===== src/rtl/disp_scan_sched_if.sv =====
// Load handshake between upstream counter/BCD logic and the display scan
// scheduler.
//   load_valid  : new display data offered (master -> slave)
//   load_digits : four BCD digits, [3:0] = digit0 (units) .. [15:12] = digit3
//   load_dp     : decimal point per digit, bit i = digit i
//   load_ready  : scheduler's pending buffer is empty (slave -> master)
// A transfer happens on a cycle with load_valid & load_ready; the master holds
// its data while load_valid=1 and load_ready=0.
interface disp_scan_sched_if;
    logic        load_valid;
    logic [15:0] load_digits;
    logic [3:0]  load_dp;
    logic        load_ready;

    modport master (
        output load_valid,
        output load_digits,
        output load_dp,
        input  load_ready
    );

    modport slave (
        input  load_valid,
        input  load_digits,
        input  load_dp,
        output load_ready
    );
endinterface


===== src/rtl/disp_scan_sched.sv =====
// Time-multiplexed scan scheduler for a 4-digit common-anode 7-segment display.
// Drives the active-low digit selects and shares one segment bus between the
// four digits, with per-slot dead time, PWM brightness, leading-zero blanking
// and a double-buffered load path that only updates the shown digits at a
// frame boundary.
// Ports:
//   clk, rst    : clock, asynchronous active-low reset
//   enable      : scan enable (0 = dark, counters parked at slot 0)
//   brightness  : PWM level 0..15, sampled at the start of each slot
//   blank_lz    : leading-zero suppression enable
//   load        : load handshake (slave side)
//   nib, dp     : BCD nibble / decimal point of the current slot, to encoder
//   seg_blank   : 1 = top level forces segments off
//   sel_seg     : active-low digit select
//   frame_tick  : 1-cycle pulse on the last cycle of slot 3
// All outputs are registered and lag the internal slot/slot_cnt by one cycle.
module disp_scan_sched #(
    parameter int DEAD_CYC = 212,
    parameter int STEP_CYC = 768
) (
    input  logic               clk,
    input  logic               rst,
    input  logic               enable,
    input  logic [3:0]         brightness,
    input  logic               blank_lz,
    disp_scan_sched_if.slave   load,
    output logic [3:0]         nib,
    output logic               dp,
    output logic               seg_blank,
    output logic [3:0]         sel_seg,
    output logic               frame_tick
);

    localparam int SLOT_CYC = DEAD_CYC + 16 * STEP_CYC;
    localparam int CW       = $clog2(SLOT_CYC);

    localparam logic [CW-1:0] CNT_LAST = CW'(SLOT_CYC - 1);
    localparam logic [CW-1:0] CNT_DEAD = CW'(DEAD_CYC);
    localparam logic [CW-1:0] CNT_STEP = CW'(STEP_CYC);

    typedef enum logic [1:0] {
        SLOT0 = 2'd0,
        SLOT1 = 2'd1,
        SLOT2 = 2'd2,
        SLOT3 = 2'd3
    } slot_t;

    slot_t         slot;
    logic [CW-1:0] slot_cnt;

    logic [15:0]   act_digits;
    logic [3:0]    act_dp;
    logic [15:0]   pend_digits;
    logic [3:0]    pend_dp;
    logic          pend_full;

    logic [3:0]    b_reg;     // brightness held for the current slot
    logic          blk_reg;   // current slot's digit is leading-zero blanked

    logic          accept;
    logic          xfer;
    logic [15:0]   src_digits;
    logic [3:0]    src_dp;
    logic [3:0]    lz;
    logic [3:0]    cur_nib;
    logic          cur_dp;
    logic          cur_blk;
    logic [3:0]    pattern;
    logic [CW-1:0] win_end;
    logic          lit;

    assign load.load_ready = !pend_full;

    always_comb begin
        accept = load.load_valid && !pend_full;
        // The frame boundary is the cycle frame_tick is high; while disabled
        // every cycle acts as a boundary so pending drains immediately.
        xfer   = pend_full && (!enable || frame_tick);

        // The digit for slot 0 is latched in the same cycle as the transfer,
        // so forward pending to avoid showing a stale digit0 for a whole slot.
        src_digits = xfer ? pend_digits : act_digits;
        src_dp     = xfer ? pend_dp     : act_dp;

        lz[3] = blank_lz && (src_digits[15:12] == 4'd0) && !src_dp[3];
        lz[2] = lz[3]    && (src_digits[11:8]  == 4'd0) && !src_dp[2];
        lz[1] = lz[2]    && (src_digits[7:4]   == 4'd0) && !src_dp[1];
        lz[0] = 1'b0;

        cur_nib = src_digits[3:0];
        cur_dp  = src_dp[0];
        cur_blk = lz[0];
        pattern = 4'b1110;
        case (slot)
            SLOT0: begin
                cur_nib = src_digits[3:0];
                cur_dp  = src_dp[0];
                cur_blk = lz[0];
                pattern = 4'b1110;
            end
            SLOT1: begin
                cur_nib = src_digits[7:4];
                cur_dp  = src_dp[1];
                cur_blk = lz[1];
                pattern = 4'b1101;
            end
            SLOT2: begin
                cur_nib = src_digits[11:8];
                cur_dp  = src_dp[2];
                cur_blk = lz[2];
                pattern = 4'b1011;
            end
            SLOT3: begin
                cur_nib = src_digits[15:12];
                cur_dp  = src_dp[3];
                cur_blk = lz[3];
                pattern = 4'b0111;
            end
            default: ;
        endcase

        // b_reg/blk_reg are refreshed at slot_cnt=0, which always falls in
        // the dead time, so they are valid wherever the window can be open.
        win_end = CNT_DEAD + CW'(b_reg) * CNT_STEP;
        lit     = (slot_cnt >= CNT_DEAD) && (slot_cnt < win_end) && !blk_reg;
    end

    always_ff @(posedge clk or negedge rst) begin
        if (!rst) begin
            slot        <= SLOT0;
            slot_cnt    <= '0;
            act_digits  <= '0;
            act_dp      <= '0;
            pend_digits <= '0;
            pend_dp     <= '0;
            pend_full   <= 1'b0;
            b_reg       <= '0;
            blk_reg     <= 1'b0;
            nib         <= '0;
            dp          <= 1'b0;
            seg_blank   <= 1'b1;
            sel_seg     <= '1;
            frame_tick  <= 1'b0;
        end else begin
            if (accept) begin
                pend_digits <= load.load_digits;
                pend_dp     <= load.load_dp;
                pend_full   <= 1'b1;
            end else if (xfer) begin
                pend_full   <= 1'b0;
            end

            if (xfer) begin
                act_digits <= pend_digits;
                act_dp     <= pend_dp;
            end

            if (!enable) begin
                slot       <= SLOT0;
                slot_cnt   <= '0;
                sel_seg    <= '1;
                seg_blank  <= 1'b1;
                frame_tick <= 1'b0;
            end else begin
                if (slot_cnt == CNT_LAST) begin
                    slot_cnt <= '0;
                    slot     <= slot_t'(2'(slot + 2'd1));
                end else begin
                    slot_cnt <= slot_cnt + CW'(1);
                end

                if (slot_cnt == '0) begin
                    nib     <= cur_nib;
                    dp      <= cur_dp;
                    blk_reg <= cur_blk;
                    b_reg   <= brightness;
                end

                sel_seg    <= lit ? pattern : '1;
                seg_blank  <= !lit;
                frame_tick <= (slot == SLOT3) && (slot_cnt == CNT_LAST);
            end
        end
    end

endmodule


===== src/flat_wrapper.sv =====
// flat-port wrapper written by rule: the top's interface ports become plain ports
module disp_scan_sched_flat 
#(
    parameter int DEAD_CYC = 212,
    parameter int STEP_CYC = 768
)
  (clk, rst, enable, brightness, blank_lz, nib, dp, seg_blank, sel_seg, frame_tick, load_load_valid, load_load_digits, load_load_dp, load_load_ready);
  disp_scan_sched_if load_i ();
  input  logic clk;
  input  logic rst;
  input  logic enable;
  input  logic [3:0] brightness;
  input  logic blank_lz;
  output logic [3:0] nib;
  output logic dp;
  output logic seg_blank;
  output logic [3:0] sel_seg;
  output logic frame_tick;
  input wire logic [$bits(load_i.load_valid)-1:0] load_load_valid;
  input wire logic [$bits(load_i.load_digits)-1:0] load_load_digits;
  input wire logic [$bits(load_i.load_dp)-1:0] load_load_dp;
  output wire logic [$bits(load_i.load_ready)-1:0] load_load_ready;
  assign load_i.load_valid = load_load_valid;
  assign load_i.load_digits = load_load_digits;
  assign load_i.load_dp = load_load_dp;
  assign load_load_ready = load_i.load_ready;
  disp_scan_sched #(.DEAD_CYC(DEAD_CYC), .STEP_CYC(STEP_CYC)) u_core (.clk(clk), .rst(rst), .enable(enable), .brightness(brightness), .blank_lz(blank_lz), .load(load_i), .nib(nib), .dp(dp), .seg_blank(seg_blank), .sel_seg(sel_seg), .frame_tick(frame_tick));
endmodule

===== config.mk =====
export PLATFORM = sky130hd
export DESIGN_NAME = disp_scan_sched_flat
export DESIGN_NICKNAME = d
export VERILOG_FILES = /design/src/rtl/disp_scan_sched_if.sv /design/src/rtl/disp_scan_sched.sv /design/src/flat_wrapper.sv
export SDC_FILE = /design/constraint.sdc
export NUM_CORES = 1
export LEC_CHECK = 0
export BUFFER_PORTS_ARGS = -buffer_cell sky130_fd_sc_hd__buf_4
export CORE_ASPECT_RATIO = 0.7
export CORE_UTILIZATION = 58
export DETAILED_ROUTE_END_ITERATION = 8
export GPL_TIMING_DRIVEN = 0
export PLACE_DENSITY = 0.79
export RECOVER_POWER = 50
export SLEW_MARGIN = 10
export SYNTH_ARGS = -nofsm -noshare
export SYNTH_HDL_FRONTEND = slang
export SYNTH_SLANG_ARGS = --single-unit

===== constraint.sdc =====
create_clock -name clk -period 3.6 [get_ports clk]
set_input_delay 1.08 -clock clk [delete_from_list [all_inputs] [get_ports clk]]
set_output_delay 1.08 -clock clk [all_outputs]
set_load 0.005 [all_outputs]

Yosys cells after proc, flatten, opt, wreduce, memory -nomap -nowiden:

Index checks and enable logic that the tools add are counted.

* register bits: 73
* bits in latches: 0
* memory bits (writable): 0
* memory bits (read-only): 0
* input bits: 29
* output and inout bits: 12
* word-level logic and storage cells: 67
* memories: 0

* $add $sub $neg: 3
* multiply operators: 1
* div/mod/pow operators: 0
* order comparisons: 2
* equality and inequality tests: 5
* shift operators: 0
* mux-type cells: 16
* bitwise logic cells: 0
* reduce and logical (&&, ||, !) cells: 26

Operator list (count)
* case mux 4 bit (4 select lines): 2
* 2-to-1 mux 14 bit: 2
* 2-to-1 mux 16 bit: 1
* adder 14 x 1 -> 14 bit (second input constant): 1
* adder 8 x 14 -> 14 bit (first input constant): 1
* == test 14 bit (second input constant): 1
* >= comparator 14 x 8 -> 1 bit (second input constant): 1
* logical NOT 14 bit: 1
* less-than comparator 14 bit: 1
* logical NOT 4 bit: 3
* 2-to-1 mux 4 bit: 3
* logical AND 1 bit: 11
* case mux 1 bit (4 select lines): 2
* logical NOT 1 bit: 7
* multiplier 4 x 2 -> 6 bit (second input constant): 1
* == test 2 bit (second input constant): 2
* 2-to-1 mux 1 bit: 4
* 2-to-1 mux 2 bit: 2
* adder 2 x 1 -> 2 bit (second input constant): 1
* == test 2 x 1 -> 1 bit (second input constant): 1
* logical NOT 2 bit: 1
* inequality test 2 x 1 -> 1 bit (second input constant): 1
* AND reduction 2 bit: 1
* nonzero test 2 bit: 1
* logical OR 1 bit: 1

Longest topological paths before layout:

Gate-level depths: netlist of run 1.

* depth in word-level cells: 12
* depth in mapped cells: 10
* gate-level depth less buffers: 10

Worst setup path after synthesis of run 1:

OpenSTA, ideal clock, no wires.

* path type: flip-flop to flip-flop
* start point: register u_core.b_reg[1]
* end point: register u_core.sel_seg[0]
* data arrival time: 2.740 ns
* data required time: 3.491 ns
* slack: 0.751 ns
* stages on the path, launching flop included: 9
* path buffers: 0
* cell sequence: dfrtp_1 > ha_1 > fa_1 > xor2_1 > ha_1 > a21o_1 > a21o_1 > a2111oi_0 > nand2_1

* longest elaborated chain between the ends: 7

RTL lines
* from (decl): line disp_scan_sched.sv:57 `logic [3:0] b_reg;`
* from (signal assigned): line disp_scan_sched.sv:176 `b_reg <= brightness;`
* multiplier 4 x 2 -> 6 bit: line disp_scan_sched.sv:124 `win_end = CNT_DEAD + CW'(b_reg) * CNT_STEP;`
* adder 8 x 14 -> 14 bit: line disp_scan_sched.sv:124
* less-than comparator 14 bit: line disp_scan_sched.sv:125 `lit = (slot_cnt >= CNT_DEAD) && (slot_cnt < win_end) && !blk_reg;`
* logical AND 1 bit (2 in series): line disp_scan_sched.sv:125
* 2-to-1 mux 4 bit: line disp_scan_sched.sv:179 `sel_seg <= lit ? pattern : '1;`
* 2-to-1 mux 4 bit: line disp_scan_sched.sv:158 `if (!enable) begin`
* to (signal assigned): line disp_scan_sched.sv:179
* to (decl): line disp_scan_sched.sv:30 `output logic [3:0] sel_seg,`

Every way passes these cells.
A chain may end at the register's enable or synchronous reset.

Final worst setup path of run 1:

* start point: input enable
* end point: register u_core.nib[3]

* longest elaborated chain between the ends: 5
* elaborated cells on any way between the ends: 6

RTL lines
* from (decl): line flat_wrapper.sv:11 `input logic enable;`
* logical NOT 1 bit: line disp_scan_sched.sv:78 `xfer = pend_full && (!enable || frame_tick);`
* logical OR 1 bit: line disp_scan_sched.sv:78
* logical AND 1 bit: line disp_scan_sched.sv:78
* 2-to-1 mux 16 bit
* via u_core.src_digits[11]: line disp_scan_sched.sv:62 `logic [15:0] src_digits;`
* case mux 4 bit (4 select lines): line disp_scan_sched.sv:94 `case (slot)`
* to (signal assigned): line disp_scan_sched.sv:173 `nib <= cur_nib;`
* to (decl): line disp_scan_sched.sv:27 `output logic [3:0] nib,`

The timed path passes the listed nets, and every way through them passes these cells.

==> flow_summary.ini, run 1 <==
[outcome]
outcome = finished, violations left
failed_checks = capacitance limit, slew limit

[timing]
slew_violations = 74
period_share_pct = 91.69
fin_ws_ps = 299.3
slew_headroom_pct = -16.01
grt_setup_unrepaired = false
setup_viol = 0
worst_slew_pin_slew_ps = 1740
fin_setup_tns_ps = 0
layout_min_cycle_time_ps = 3301
fmax_mhz = 303.0
final.setup_skew_ps = 9.122
hold_viol = 0

[worst_setup_path]
r2r_start = u_core.b_reg[1]
worstPathArrival_ps = 3510
crit_type = primary input to register
critPathLaunchType = primary input
critPathCaptureType = register
cp.required_ps = 3810
worstPathMaxFanout = 7
regToRegSetupSlack_ps = 390
timing.rr.end = u_core.sel_seg[0]
r2r_cells = 8

[hold_path]
min_to = u_core.blk_reg
hold_depth = 2
min_from = u_core.blk_reg
min_path_type = register to register

[floorplanning]
dieHeight_um = 67.59
core_sq_um = 5813
fp-row-count = 23
die_area_sq_um = 6468
initial_core_util_pct = 61.32
io_pins = 41
die_w_um = 95.70

[drt]
num_vias = 2564
ant_nets = 0
remaining_drc_errors = 0
wl_per_cell_um = 16.71
dr.pass1.iters = 4
routed_via_density = 5.710
drtIter0Drc = 203
wl_mm = 7.505

[grt]
grt_pass1_wl_mm = 12.39
grt.total_usage_pct = 26.40
antenna_found_initial = 0
grt_max_degree = 74
gr-total-overflow = 0
grt_pass1_vias = 2492

[clock_network]
clk_pin_slew_ps = 80
postCtsSetupBuffers = 0
clock-sinks = 73
cts_resized = 0
clockBufferDepth = 2
insertion_delay_ps = 350
h-tree-depth = 3
root_buffer = clkbuf_8
cts_tree = yes
cts_hold_buf = 0
cts_made_buffers = 9

[final_layout]
drive_gt1_share_pct = 25.94
final_nets = 418
final_cells = 449
syn2layout_area_growth_pct = 17.13
diodes = 0
n_fill_cell = 427
fin_area_sq_um = 4175
reg_top3 = u_core.act_digits x16, u_core.pend_digits x16, u_core.slot_cnt x14

[synthesis]
synth_nets = 367
ys_dominant_reg_cell = dfrtp_1
syn_inst = 318
synth-seq-cells = 73
synth-seq-area-share_pct = 51.42
post_synth_num_cell_types = 39
synth-async-reset-ratio_pct = 100.0
yosys_warnings = 0
synthTopCellsByCount = dfrtp_1 (68), mux2_2 (32), nand2_1 (25), nor2_1 (21), ha_1 (19)
synthesis.area_sq_um = 3565
post-synth-top-area-fraction_pct = 47.74
synth_top_cell_by_area = dfrtp_1
synth_edf_count = 0
yosys-top-cells-area = dfrtp_1 (48%), mux2_2 (10%), ha_1 (6.7%)
synth.avg_cell_area_sq_um = 11.21
yosysMostFrequentCell = dfrtp_1

[power]
power_mw = 2.342
p_leak_nw = 1.904
ir_worst_vdd_mv = 0.3529
p_per_area_nw_per_um2 = 560.9

[placement]
hpwlAfterDp_mm = 5.492
io_buffers = 40
place_inst = 433
dpl_cell_area_sq_um = 3960
post-place-ws_ps = 123.2
place_congestion = 0.9095

[job]
max_cap_violations = 1
==> placed cells by master, fill, tap and decap left out, types with 10 or more instances in the layout <==
cell type / instances
dfrtp_1: 68
nor2_1: 21
a21oi_1: 16
buf_4: 38
nand2_1: 25
nand3b_1: 10
ha_1: 19
mux2_2: 32
o21ai_0: 14
inv_1: 16
clkbuf_8: 10
==> metal layers <==
metal / global-route usage [%] / up-vias / wire (um)
li1: - / 1225 / -
met2: 37.41 / 82 / 3109
met1: 39.59 / 1246 / 3798
met4: 9.142 / 0 / 111
met3: 6.081 / 11 / 486
met5: 0 / - / 0
==> kinds of logic after synthesis <==
logic type / count (synthesis) / share of synthesized area [%]
compound gates: 53 / 9.407
mux: 35 / 11.02
simple gates: 95 / 13.97
xor+xnor: 15 / 3.686
flops: 73 / 51.42
fa+ha+maj: 20 / 7.231
buf+inv: 27 / 3.265
==> area by class of cell <==
type | count | area (sq um) | share of cell area (%)
buffer | 11 | 56.30 | 1.349
tap | 75 | 93.84 | 2.248
inverter | 16 | 60.06 | 1.438
sequential | 73 | 1833 | 43.90
clock buffer | 11 | 141.4 | 3.386
multi-input combinational | 218 | 1617 | 38.72
clock inverter | 5 | 80.08 | 1.918
timing repair buffer | 40 | 294.0 | 7.042
==> how the worst max path moves through the flow <==
stage / start / end / slack [ps] / depth (start not counted)
finish: enable / u_core.nib[3] / 300 / 7
global route: u_core.b_reg[1] / u_core.sel_seg[0] / 80 / 8
CTS: u_core.b_reg[1] / u_core.sel_seg[0] / 400 / 8
detailed placement: enable / u_core.nib[3] / 120 / 7
global placement: enable / u_core.nib[3] / 160 / 7
floorplan: u_core.b_reg[1] / u_core.sel_seg[0] / 750 / 8
==> through the flow <==
step,hold slack [ps],util (%)
2_1_floorplan,448.1,-
3_3_place_gp,472.8,68.10
3_5_place_dp,485.4,68.12
4_1_cts,508.1,71.93
5_1_grt,520.0,71.83
6_report,505.3,71.83
==> report_power, final <==
part	leakage [nW]	switching, mW	total, mW	internal (mW)
clock	0.106	0.304	0.712	0.408
combinational	0.902	0.248	0.507	0.259
sequential	0.897	0.121	1.12	1.00
==> worst max-delay path: stages <==
cell       delay (ps)
clkbuf_1          240
nor2b_1           300
nand2b_1          140
clkbuf_1          330
mux2_2            400
a2111oi_0         890
o21ai_2           120
Power figures use the tool's default switching activity.
==> run 2, diff against run 1 <==
- CORE_UTILIZATION: 58 -> 45
- PLACE_DENSITY: 0.79 -> default
==> flow_summary.ini, run 2 (same netlist as run 1, synthesis figures left out) <==
[drt]
routed_via_density = 5.269
wl_per_cell_um = 16.29
drtIter0Drc = 193
ant_nets = 0
num_vias = 2487
wl_mm = 7.688
dr.pass1.iters = 5
remaining_drc_errors = 0

[worst_setup_path]
crit_type = register to register
critPathLaunchType = register
worstPathArrival_ps = 3520
worstPathMaxFanout = 5
cp.required_ps = 3820
regToRegSetupSlack_ps = 300
critPathCaptureType = register

[power]
power.share.combinational_pct = 20.3
p_leak_nw = 1.941
power_frac_clock_pct = 33.7
swShare_pct = 27.73
intPower_mw = 1.763
ir_worst_vdd_mv = 0.3936
pwr-share-seq_pct = 46.0
power_mw = 2.439
power_switching_uw = 676.2
p_per_area_nw_per_um2 = 572.3

[clock_network]
clockBufferDepth = 2
insertion_delay_ps = 330
postCtsSetupBuffers = 0
clk_pin_slew_ps = 50
cts_resized = 0
cts_hold_buf = 0
h-tree-depth = 3
clock-sinks = 73
cts_tree = yes
root_buffer = clkbuf_16
cts_made_buffers = 9

[grt]
antenna_found_initial = 0
grt_pass1_wl_mm = 12.68
grt_pass1_vias = 2396
grt.total_usage_pct = 20.57
gr-total-overflow = 0
grt_max_degree = 74

[hold_path]
min_path_type = register to register

[floorplanning]
die_area_sq_um = 8287
dieHeight_um = 76.47
io_pins = 41
core_sq_um = 7482
fp-row-count = 26
initial_core_util_pct = 47.64
die_w_um = 108.4

[timing]
hold_ws_ps = 487.8
final.setup_skew_ps = 4.257
hold_viol = 0
layout_min_cycle_time_ps = 3300
worst_slew_pin_slew_ps = 1782
grt_setup_unrepaired = false
period_share_pct = 91.67
slew_violations = 74
fmax_mhz = 303.0
fin_setup_tns_ps = 0
slew_headroom_pct = -18.79
setup_viol = 0

[outcome]
outcome = finished, violations left
failed_checks = capacitance limit, slew limit

[final_layout]
drive_gt1_share_pct = 25.94
final_nets = 418
reg_top3 = u_core.act_digits x16, u_core.pend_digits x16, u_core.slot_cnt x14
n_fill_cell = 657
syn2layout_area_growth_pct = 19.55
layout_commonest_cell = dfrtp_1
final_cell_mix = dfrtp_1 (68), buf_4 (39), mux2_2 (32)
diodes = 0
fin_area_sq_um = 4262

[placement]
io_buffers = 40
place_congestion = 0.8667
hpwlAfterDp_mm = 5.528
dpl_cell_area_sq_um = 3989

[job]
max_cap_violations = 1
## run 2: path summary, 6_finish.rpt
kind	cells after the start	end	start
max	8	u_core.sel_seg[2]	u_core.b_reg[1]
min	2	u_core.nib[3]	u_core.nib[3]
max reg2reg	8	u_core.sel_seg[2]	u_core.b_reg[1]
min reg2reg	2	u_core.nib[3]	u_core.nib[3]
max in group asynchronous	1	u_core.act_digits[3]	rst
min in group asynchronous	1	u_core.slot_cnt[4]	rst
## run 2: cell type report
type,count,area (sq um),area share (%)
buffer,11,56.30,1.321
clock buffer,13,260.3,6.107
clock inverter,3,15.01,0.3523
inverter,16,60.06,1.409
multi-input combinational,218,1617,37.93
sequential,73,1833,43.01
tap,98,122.6,2.877
timing repair buffer,40,297.8,6.988
## run 2: metrics by stage
stage	instances	setup slack, ps	util, %
2_1_floorplan	318	751.1	-
3_3_place_gp	456	81.58	53.29
3_5_place_dp	456	78.00	53.31
4_1_cts	472	343.5	56.99
5_1_grt	472	85.37	56.96
6_report	472	300.0	56.96
## run 2: per-layer routing
layer,up-vias,track usage (%),share of wire (%)
met3,10,7.015,6.0
met2,67,25.22,39
met1,1189,33.07,54
li1,1221,-,-
met5,-,0,0
met4,0,5.946,0.98
## run 2: power groups by stage
stage | clock network [mW] | registers (mW) | logic [mW]
floorplan | 0 | 1.09 | 0.341
global placement | 0 | 1.13 | 0.483
detailed placement | 0 | 1.13 | 0.496
CTS | 0.843 | 1.12 | 0.500
global route | 0.876 | 1.15 | 0.560
finish | 0.821 | 1.12 | 0.495
## run 2: critical path, stage by stage (launching register included)
cell and delay [ps]:
dfrtp_1 420, ha_1 230, fa_1 470, xor2_1 180, ha_1 290, a21o_1 180
a21o_1 170, a2111oi_1 1070, nand2_1 140
==> run 3, diff against run 2 <==
- CTS_BUF_LIST: default -> sky130_fd_sc_hd__clkbuf_4 sky130_fd_sc_hd__clkbuf_8
==> flow_summary.ini, run 3 (same netlist as run 1, synthesis figures left out) <==
[final_layout]
n_fill_cell = 674
final_cell_mix = dfrtp_1 (68), buf_4 (38), mux2_2 (32)
diodes = 0
reg_top3 = u_core.act_digits x16, u_core.pend_digits x16, u_core.slot_cnt x14
drive_gt1_share_pct = 26.20
syn2layout_area_growth_pct = 16.81
final_nets = 418
layout_commonest_cell = dfrtp_1

[placement]
place_congestion = 0.8667
io_buffers = 40
hpwlAfterDp_mm = 5.528
post-place-ws_ps = 78.00

[hold_path]
min_from = u_core.nib[3]
min_path_type = register to register

[floorplanning]
die_area_sq_um = 8287
core_sq_um = 7482
die_w_um = 108.4
initial_core_util_pct = 47.64
dieHeight_um = 76.47
fp-row-count = 26
io_pins = 41

[clock_network]
cts_resized = 0
h-tree-depth = 3
root_buffer = clkbuf_8
insertion_delay_ps = 350
clock-sinks = 73
cts_made_buffers = 9
cts_tree = yes
clk_pin_slew_ps = 70
cts_hold_buf = 0
postCtsSetupBuffers = 0
clockBufferDepth = 2

[timing]
layout_min_cycle_time_ps = 3338
hold_viol = 0
fin_setup_tns_ps = 0
setup_viol = 0
grt_setup_unrepaired = false
fin_ws_ps = 261.8
final.setup_skew_ps = 5.698
period_share_pct = 92.73
slew_headroom_pct = -20.75
hold_ws_ps = 491.1
fmax_mhz = 299.6
slew_violations = 74
worst_slew_pin_slew_ps = 1811

[grt]
antenna_found_initial = 0
grt_pass1_wl_mm = 12.68
grt_max_degree = 74
grt.total_usage_pct = 20.61
grt_pass1_vias = 2400
gr-total-overflow = 0

[drt]
ant_nets = 0
dr_wl_met3_um = 686
drtIter0Drc = 192
routed_via_density = 5.288
wl_met2_mm = 2.972
wl_per_cell_um = 16.31
remaining_drc_errors = 0
dr.max_layer_used = met4
wl_mm = 7.700
dr.pass1.iters = 4
met1_length_mm = 3.936
num_vias = 2496

[worst_setup_path]
critPathLaunchType = primary input
r2r_start = u_core.b_reg[1]
crit_path_start = enable
crit_type = primary input to register
worstPathArrival_ps = 3540
critPathCaptureType = register
worstPathMaxFanout = 7
cp.required_ps = 3800

[outcome]
outcome = finished, violations left
failed_checks = capacitance limit, slew limit

[power]
p_per_area_nw_per_um2 = 528.9
p_leak_nw = 1.898
ir_worst_vdd_mv = 0.3614

[job]
max_cap_violations = 1
## run 3: metal layers
metal / vias to the layer above / global-route usage [%]
met5: - / 0
met4: 0 / 6.216
met3: 13 / 6.843
met2: 93 / 25.29
met1: 1168 / 33.15
li1: 1222 / -
## run 3: final timing paths
kind                                        endpoint  slack, ps  depth (start not counted)
worst max register to register     u_core.sel_seg[2]        300                          8
worst min register to register         u_core.nib[3]        490                          2
min in group asynchronous         u_core.slot_cnt[3]       1210                          1
max in group asynchronous       u_core.act_digits[1]       1310                          1
worst max-delay path                   u_core.nib[3]        260                          7
worst min-delay path                   u_core.nib[3]        490                          2
## run 3: worst max-delay path: stages
cell,delay (ps)
clkbuf_1,230
nor2b_1,300
nand2b_1,140
clkbuf_1,300
mux2_2,400
a2111oi_0,960
o21ai_2,120
## run 3: stage by stage
| step | util (%) | area (sq um) | power (mW) | instances |
|---|---|---|---|---|
| floorplan | - | 3565 | 1.435 | 318 |
| global placement | 53.29 | 3988 | 1.610 | 456 |
| detailed placement | 53.31 | 3989 | 1.631 | 456 |
| CTS | 55.74 | 4170 | 2.237 | 472 |
| global route | 55.65 | 4164 | 2.358 | 472 |
| finish | 55.65 | 4164 | 2.202 | 472 |
## run 3: area by class of cell
type	instances	area, sq um	share of cell area [%]
Clock inverter	3	15.01	0.3606
Inverter	16	60.06	1.442
Clock buffer	13	166.4	3.996
Timing Repair Buffer	40	294.0	7.061
Multi-Input combinational cell	218	1617	38.82
Sequential cell	73	1833	44.02
Tap cell	98	122.6	2.945
Buffer	11	56.30	1.352
## run 3: report_power, final
part	leakage [nW]	switching (mW)	internal, mW
combinational	0.902	0.239	0.257
clock	0.100	0.285	0.300
sequential	0.897	0.118	1.00
total	1.90	0.642	1.56
